<file path="src/rtl/matmul_ctrl.sv">
// matmul_ctrl: command sequencer that checks dims, drives the engine through load/run and reports done, error and run length
module matmul_ctrl #(
  parameter int DATA_WIDTH = 8,
  parameter int BUS_WIDTH = 16,
  parameter int TIMEOUT_CYCLES = 1024
) (
  input  logic                 clk_i,
  input  logic                 rst_i,
  input  logic                 cmd_valid_i,
  output logic                 cmd_ready_o,
  input  logic [1:0]           cmd_n_dim_i,
  input  logic [1:0]           cmd_k_dim_i,
  input  logic [1:0]           cmd_m_dim_i,
  input  logic                 cmd_mode_i,
  output logic [1:0]           n_dim_o,
  output logic [1:0]           k_dim_o,
  output logic [1:0]           m_dim_o,
  output logic                 mode_o,
  output logic                 start_o,
  input  logic                 finish_mul_i,
  input  logic [BUS_WIDTH-1:0] flags_i,
  output logic                 busy_o,
  output logic                 done_o,
  output logic                 error_o,
  output logic [BUS_WIDTH-1:0] status_flags_o,
  output logic [15:0]          cycle_count_o
);
  localparam int MAX_DIM = BUS_WIDTH / DATA_WIDTH;
  localparam int LOAD_CYCLES = MAX_DIM * MAX_DIM;
  localparam int PW = $clog2(TIMEOUT_CYCLES > LOAD_CYCLES ? TIMEOUT_CYCLES : LOAD_CYCLES) + 1;
  typedef enum logic [2:0] {IDLE, LOAD, RUN, DONE, ERR} state_t;
  state_t state, state_nxt;
  logic [PW-1:0] ph_cnt;
  logic [15:0] cnt, cnt_inc;
  logic accept, legal, load_end, run_end;
  assign cmd_ready_o = (state == IDLE || state == ERR) && !rst_i;
  assign accept = cmd_valid_i && cmd_ready_o;
  assign legal = int'(cmd_n_dim_i) < MAX_DIM && int'(cmd_k_dim_i) < MAX_DIM && int'(cmd_m_dim_i) < MAX_DIM;
  assign load_end = ph_cnt == PW'(LOAD_CYCLES - 1);
  assign run_end = ph_cnt == PW'(TIMEOUT_CYCLES - 1);
  assign cnt_inc = &cnt ? cnt : cnt + 16'd1;
  always_ff @(posedge clk_i) begin
    if (rst_i) state <= IDLE;
    else state <= state_nxt;
  end
  always_comb begin
    state_nxt = state;
    case (state)
      IDLE, ERR: state_nxt = accept ? (legal ? LOAD : ERR) : state;
      LOAD:      state_nxt = load_end ? RUN : LOAD;
      RUN:       state_nxt = finish_mul_i ? DONE : run_end ? ERR : RUN;
      DONE:      state_nxt = IDLE;
      default:   state_nxt = IDLE;
    endcase
  end
  always_comb begin
    start_o = state == RUN;
    busy_o  = state == LOAD || state == RUN;
    done_o  = state == DONE;
    error_o = state == ERR;
  end
  always_ff @(posedge clk_i) begin
    if (rst_i) begin
      n_dim_o        <= '0;
      k_dim_o        <= '0;
      m_dim_o        <= '0;
      mode_o         <= 1'b0;
      status_flags_o <= '0;
      cycle_count_o  <= '0;
      cnt            <= '0;
      ph_cnt         <= '0;
    end else begin
      if (accept) begin
        n_dim_o <= cmd_n_dim_i;
        k_dim_o <= cmd_k_dim_i;
        m_dim_o <= cmd_m_dim_i;
        mode_o  <= cmd_mode_i;
        cnt     <= '0;
        ph_cnt  <= '0;
      end else if (busy_o) begin
        cnt    <= cnt_inc;
        ph_cnt <= (state == LOAD && load_end) ? PW'(0) : ph_cnt + PW'(1);
      end
      if (state == RUN && (finish_mul_i || run_end)) cycle_count_o <= cnt_inc;
      if (state == RUN && finish_mul_i) status_flags_o <= flags_i;
    end
  end
endmodule
</file>
<file path="config.mk">
export PLATFORM = sky130hd
export DESIGN_NAME = matmul_ctrl
export DESIGN_NICKNAME = d
export VERILOG_FILES = /design/src/rtl/matmul_ctrl.sv
export SDC_FILE = /design/constraint.sdc
export NUM_CORES = 1
export LEC_CHECK = 0
export ABC_AREA = 1
export ABC_CLOCK_PERIOD_IN_PS = 1800
export CELL_PAD_IN_SITES_DETAIL_PLACEMENT = 1
export CELL_PAD_IN_SITES_GLOBAL_PLACEMENT = 2
export CORE_ASPECT_RATIO = 1.1
export CORE_MARGIN = 4
export CORE_UTILIZATION = 28
export DETAILED_ROUTE_END_ITERATION = 10
export PLACE_DENSITY_LB_ADDON = 0.1
export REMOVE_ABC_BUFFERS = 1
export SETUP_SLACK_MARGIN = 0.3
export SKIP_CTS_REPAIR_TIMING = 1
export SLEW_MARGIN = 0
export SYNTH_ARGS = -nofsm -noshare
export SYNTH_HDL_FRONTEND = slang
export SYNTH_SLANG_ARGS = --single-unit
</file>
<file path="constraint.sdc">
create_clock -name clk_i -period 1.8 [get_ports clk_i]
set_clock_uncertainty 0.05 [all_clocks]
set_input_delay 0.36 -clock clk_i [delete_from_list [all_inputs] [get_ports clk_i]]
set_output_delay 0.36 -clock clk_i [all_outputs]
set_load 0.1 [all_outputs]
</file>
=== After elaboration in Yosys (flattened, before gate mapping) ===
Cells that the tools add are included.

* Flip-flop bits (word level): 69
* Bits in latches: 0
* Memory bits (writable): 0
* ROM bits: 0
* Input bits: 27
* Word-level logic and storage cells: 44
* Memories: 0

* Add/subtract/negate cells: 2
* Multipliers: 0
* Div/mod/pow operators: 0
* $lt $le $gt $ge: 3
* Equal/unequal tests: 7
* Shift operators: 0
* Muxes and demuxes: 8
* Bitwise gates (word level): 0
* Reductions and logical operators: 15

{| class="wikitable"
|+ Operators by type and width
! cell !! count
|-
| $add A16 B1 Y16 const B || 1
|-
| $mux W16 || 1
|-
| $reduce_and A16 Y1 || 1
|-
| $mux W3 || 4
|-
| $add A11 B1 Y11 const B || 1
|-
| $eq A11 B10 Y1 const B || 1
|-
| $eq A11 B2 Y1 const B || 1
|-
| $mux W11 || 1
|-
| $pmux W3 S3 || 1
|-
| $logic_and A1 B1 Y1 || 7
|-
| $eq A3 B2 Y1 const B || 2
|-
| $lt A2 B2 Y1 const B || 3
|-
| $reduce_or A2 Y1 || 2
|-
| $eq A3 B1 Y1 const B || 1
|-
| $eq A3 B3 Y1 const B || 1
|-
| $logic_not A3 Y1 || 1
|-
| $logic_or A1 B1 Y1 || 3
|-
| $mux W2 || 1
|-
| $ne A2 B2 Y1 const B || 1
|-
| $logic_not A1 Y1 || 1
|}

=== Depth between registers and ports, before layout ===
* Depth in word-level cells: 6
* Depth in mapped cells: 10

=== Least setup slack after synthesis ===
Ideal clock, no wire load.

* Path kind: register -> output
* Start: reg state[0]
* End: out done_o
* Arrival time: 2.432 ns
* Path slack: -1.042 ns
* Cell stages (with the launch flop): 3
* Path buffers: 0
* Cells stage by stage: dfxtp_1 inv_1 nor3_1

* Word-level cells in the longest chain between the ends: 1

{| class="wikitable"
|+ RTL lines
! item !! RTL line !! RTL
|-
| start: declaration || 32 || <nowiki>state_t state, state_nxt;</nowiki>
|-
| start signal: assignment || 44 || <nowiki>else state <= state_nxt;</nowiki>
|-
| $eq A3 B2 Y1 || 59 || <nowiki>done_o = state == DONE;</nowiki>
|-
| end: declaration || 23 || <nowiki>output logic done_o,</nowiki>
|}

No other way between the ends.

=== Worst setup path in the final report ===
* Start: reg state[0]
* End: out busy_o

* Word-level cells in the longest chain between the ends: 2
* Elaborated cells between the ends (all ways): 3

{| class="wikitable"
|+ RTL lines
! item !! RTL line !! RTL
|-
| $eq A3 B1 Y1 or $eq A3 B2 Y1 (tied branches) || 58 || <nowiki>busy_o = state == LOAD || state == RUN;</nowiki>
|-
| $logic_or A1 B1 Y1 * || 58 ||
|-
| end: declaration || 22 || <nowiki>output logic busy_o,</nowiki>
|}

Every way passes the cells marked *; elsewhere a longest branch is shown, timed or not.

==> impl_metrics.ini <==
[status]
status = completed

[clocking]
numCtsBuffers = 9
clock_sinks = 69
cts_tree = yes
clk_pin_slew_ns = 0.06
cts.path.max_buffers = 2
insertion_delay_ns = 0.34
cts_root_buffer = clkbuf_16
cts_max_level = 3

[synth]
async_reset_ff_frac = 0
ys_warn_count = 0
avgSynthCellArea_sq_um = 7.038
yosysSeqAreaShare = 0.4185
synth-edff-count = 0
syn_area_sq_mm = 0.003301
synth_seq_cells = 69
synth_cell_type_count = 36
synth_ff_type = dfxtp_1
postSynthCellCount = 469
synth.area.top_cells = dfxtp_1 42%, nor2_1 12%, o21ai_0 8.3%
synth_common_cells = 107 x nor2_1, 69 x dfxtp_1, 69 x nand2_1
synthMostInstantiatedCell = nor2_1
synth_top_area_frac = 0.4185
synth_top_cell_by_area = dfxtp_1

[worst_setup_path]
arrival_ns = 1.28
cp_slowest_cell = dfxtp_4
cp-end-kind = output port
path_common_cell = buf_12
cp_max_fo = 8
critPathKind = flop to output port
critPathLaunchType = flop
path_cells = inv_4 > nand3_4 > nand2_4 > buf_12 > buf_12
cpPeakStageDelay_ns = 0.37
required_ns = 1.39
cpLargestDelayFamily = flip-flops
path_buf_inv = 3

[pwr]
p_sw_frac = 0.2483
p_clk_frac = 0.496
power_mw = 3.884
power.internal_mw = 2.919
p_per_area_mw_per_mm2 = 707.9
p_leak_nw = 2.293
ir_drop_v = 0.0003267
combPwrFrac = 0.101
seqPwrFrac = 0.403
switching_power_mw = 0.9644

[job]
max_cap_violations = 0

[detailed_routing]
vias = 3420
wl_per_cell_um = 15.61
drc = 0
first_iter_violations = 149
ant_nets = 0
wl_mm = 11.35
vias_per_cell = 4.704
firstDrtPassIters = 4

[timing]
rsz0062_at_grt = yes
setup_violations = 0
hold_violations = 0
setup_tns_ns = 0
whs_ns = 0.3296
worst_slew_pin_slew_ns = 0.3333
worst_slack_ns = 0.1141
fmax_mhz = 593.2
max_slew_margin = 0.7778
post-route-period-util = 0.9366
maxSlewViolCount = 0
layout_min_cycle_time_ns = 1.686

[grt]
grt_pass1_vias = 3413
grt_pass1_wl_mm = 17.28
met1_usage = 0.1894
grt_max_degree = 34
grtUsageMet2 = 0.2847
busiest_layer = met2
use_met3 = 0.02583
antenna_found_initial = 0
grt-ovfl-total = 0
grt_usage = 0.1597

[floorplanning]
io_pins = 71
start_util = 0.2872
die-area_sq_mm = 0.01359
die_w_um = 111.5
coreArea_sq_mm = 0.01149
rows = 41
die_y_um = 121.9

[worst_hold_path]
hold_path_class = primary input to flop

[cells_and_area]
drive_gt1_frac = 0.3206
fin_util = 0.4775
finalInstanceArea_sq_mm = 0.005487
layout.cells.non_filler = 727
nFillCells = 1398
diodes = 0
area_growth_pct = 66.22
final_nets = 601

[placed_design]
io_buffers = 70
dpl_worst_slack_ns = -0.03288
gp_congestion = 0.7807
hpwl_mm = 7.588
placed_area_sq_mm = 0.004658
place_inst = 690
## logic make-up (layout without fill, tap and decap cells)
group,after synthesis,after routing,share of synthesized area
and+or+nand+nor,242,242,0.3241
AOI/OAI and AO/OA,81,81,0.1361
buffers and inverters,70,178,0.1005
DFF,69,69,0.4185
xor gates and xnor gates,5,5,0.01327
adders and majority gates,2,2,0.007580
## final cells by class
cell class | instances | area [sq um] | area share
Clock buffer | 10 | 229.0 | 0.04173
Inverter | 54 | 230.2 | 0.04196
Clock inverter | 6 | 87.58 | 0.01596
Tap cell | 150 | 187.7 | 0.03421
Timing Repair inverter | 2 | 15.01 | 0.002737
Timing Repair Buffer | 106 | 1506 | 0.2746
Multi-Input combinational cell | 330 | 1805 | 0.3291
Sequential cell | 69 | 1425 | 0.2597
## layer usage
| metal | part of all wire | routed length [um] |
|---|---|---|
| met1 | 0.44 | 4974 |
| met2 | 0.52 | 5915 |
| met3 | 0.021 | 240 |
| met4 | 0.019 | 216 |
| met5 | 0 | 0 |
## power by group through the flow
| stage | Combinational [mW] | Clock [mW] | Sequential (mW) |
|---|---|---|---|
| finish | 0.391 | 1.93 | 1.57 |
| global route | 0.415 | 2.04 | 1.57 |
| CTS | 0.370 | 1.98 | 1.57 |
| detailed placement | 0.368 | 0 | 1.60 |
| global placement | 0.364 | 0 | 1.60 |
| floorplan | 0.106 | 0 | 1.68 |
## worst reg2reg max path, stage by stage (launching register included)
cell and delay [ns]:
dfxtp_4 0.36, ha_4 0.19, nand3_4 0.09, nor2_4 0.13, nand3_2 0.09, nand2_4 0.17, buf_12 0.15, o21ai_0 0.08
nor2_1 0.15
## final timing paths
path	cells after the start	startpoint	endpoint	slack, ns
worst max-delay path	5	state[0]$_SDFFE_PP0P_	busy_o	0.11
worst min-delay path	3	rst_i	state[1]$_SDFFE_PP0P_	0.33
worst max register to register	8	ph_cnt[1]$_SDFFE_PP0P_	cycle_count_o[9]$_SDFFE_PP0P_	0.28
worst min register to register	2	ph_cnt[10]$_SDFFE_PP0P_	ph_cnt[10]$_SDFFE_PP0P_	0.44
## layout by cell type, fill, tap and decap left out, types with 4 or more instances in the layout
master	count
a21oi_1	11
a22o_1	4
buf_12	47
buf_4	24
buf_6	6
clkbuf_16	10
clkdlybuf4s50_1	25
dfxtp_1	48
dfxtp_2	14
dfxtp_4	7
inv_1	44
inv_4	5
nand2_1	61
nand2_2	8
nand2_4	5
nand3_1	21
nand3_2	7
nand3_4	4
nand3b_1	4
nand4_1	6
nor2_1	93
nor2_2	10
nor2_4	9
nor3_1	4
o21ai_0	49
o21ai_1	7
o21ai_2	5
## registers in the layout, summed over array words and instances, names as in the netlist
name / cells
mode_o: 1
cnt: 16
m_dim_o: 2
k_dim_o: 2
status_flags_o: 16
cycle_count_o: 16
state: 3
ph_cnt: 11
n_dim_o: 2
No activity file was read; power rests on OpenSTA's default activity.
==> RTL edit: new RTL, same settings <==
Change the parameter `TIMEOUT_CYCLES` from 1024 to 4096.
--- a/src/rtl/matmul_ctrl.sv
+++ b/src/rtl/matmul_ctrl.sv
@@ -2,7 +2,7 @@
 module matmul_ctrl #(
   parameter int DATA_WIDTH = 8,
   parameter int BUS_WIDTH = 16,
-  parameter int TIMEOUT_CYCLES = 1024
+  parameter int TIMEOUT_CYCLES = 4096
 ) (
   input  logic                 clk_i,
   input  logic                 rst_i,
Formal check against the unedited RTL: no difference found for any inputs over 10 cycles, from zero or initial values and one cycle with rst_i high; that may be too few to reach the edited logic, so the function may still have changed.
==> RTL edit against the unedited design <==
  * Non-clock buffer count grew 10
  * Global-route usage grew 0.080 points
  * Combinational power grew 4%
  * Sequential cell count grew 2
  * Worst setup slack gained 8.6 ps
  * Wire length grew 14%
  * Critical path type unchanged
  * Design area grew 11%
  * Via count grew 12%
  * Count of clock-buffer cells in the layout is the same
  * Power grew 6.1%
  * Area after synthesis grew 7.7%
==> RTL edit: results (changes against the unedited design) <==
{| class="wikitable"
! Metric !! Value
|-
| Critical Path Start || state[1] (was state[0])
|-
| Average wire per standard cell || 16.2 microns (was 15.6 microns)
|-
| Cell count after placement || 762 (was 690)
|-
| Total GRT Usage || 16.1% (was 16.0%)
|-
| Total number of nets in the final design || 670 (was 601)
|-
| Worst Tran Pin Value || 410 ps (was 333 ps)
|-
| Total via count in the routed design || 3846 (was 3420)
|-
| Cell types occupying the most area after synthesis || dfxtp_1, nor2_1, nand2_1 (was dfxtp_1, nor2_1, o21ai_0)
|-
| Avg Vias per Cell || 4.81 (was 4.70)
|-
| Iteration-0 DRC count of the detailed router || 188 (was 149)
|-
| Final RePlAce weighted congestion || 0.823 (was 0.781)
|-
| Global-route wire length before repair || 18700 microns (was 17300 microns)
|-
| Yosys cell types || 34 (was 36)
|-
| Worst hold start || rst_i (unchanged)
|-
| Layout filler cell count || 1452 (was 1398)
|-
| Async set-reset flop share out of synthesis || 0% (unchanged)
|-
| Leak Pwr || 2.74 nW (was 2.29 nW)
|-
| Post-synthesis instance total || 531 (was 469)
|-
| Share of layout cells above drive strength 1 || 34.7% (was 32.1%)
|-
| Post-detail-place hpwl || 8470 microns (was 7590 microns)
|-
| Switching component of the power || 0.000983 W (was 0.000964 W)
|-
| Result of the run || finished clean (unchanged)
|-
| Top cells by count, synth || nor2_1, nand2_1, dfxtp_1 (was nor2_1, dfxtp_1, nand2_1)
|-
| Final hold slack || 352 ps (was 330 ps)
|-
| Via count of the first global-routing pass || 3738 (was 3413)
|-
| Setup slack of the worst register-to-register path || 240 ps (was 280 ps)
|-
| Worst IR drop on VDD || 0.369 mV (was 0.327 mV)
|-
| Clock-pin slew on the worst setup and hold paths || 60 ps (about the same)
|-
| Sequential area share after synthesis || 40.0% (was 41.8%)
|-
| Maximum net fanout on the critical path || 6 (was 8)
|-
| R2r endpoint || cycle_count_o[13] (was cycle_count_o[9])
|}
RTL edit: changes by cell type in the layout (fill, tap and decap cells not counted), sizes merged, moves of 5 or more:
cell,change
nand3,+22
nand2,+36
o21ai,-20
nor2,+8
buf,+8
nand4,+5
RTL edit: stage by stage:
step	cell area, sq um	util [%]	worst slack (ps)
after floorplan	3420	-	-1230
after global placement	4990	40.7	-10.6
after detailed placement	4990	40.7	-69.4
after CTS	5340	43.6	-210
after global routing	6080	49.7	68.3
final	6080	49.7	123
RTL edit: metal layers:
metal,share of wire (%),vias to the layer above,routed length [microns],global-route usage [%]
met1,46,1829,5920,21.9
met2,48,76,6260,24.7
met4,1.8,0,238,7.18
li1,-,1926,-,-
met5,0,-,0,0
met3,3.9,15,502,2.59
RTL edit: cell families (layout without fill, tap and decap cells):
group,after synthesis,after routing,share of synthesized area [%]
AO/OA/AOI/OAI,64,65,10.2
adder cells (fa/ha/maj),2,2,0.704
XOR/XNOR,4,4,0.986
buffers and inverters,81,194,10.2
AND/OR/NAND/NOR,309,310,37.8
flip-flops,71,71,40.0
RTL edit: area by class of cell:
class	count	share of cell area, %
timing repair buffer	116	26.5
clock buffer	10	3.93
tap	154	3.17
inverter	62	4.28
sequential	71	24.1
multi-input combinational	381	36.3
clock inverter	6	1.77
RTL edit: power groups by stage:
stage / clock network, W / registers, W / logic (W)
floorplan: 0 / 0.00173 / 0.000108
global placement: 0 / 0.00165 / 0.000376
detailed placement: 0 / 0.00165 / 0.000379
CTS: 0.00215 / 0.00161 / 0.000382
global route: 0.00221 / 0.00161 / 0.000428
finish: 0.00211 / 0.00161 / 0.000405
RTL edit: critical path, delay by kind of cell (launching register included):
family	cells	cell delay [ps]
DFF	1	360
and+or+nand+nor	2	180
buffers and inverters	3	380
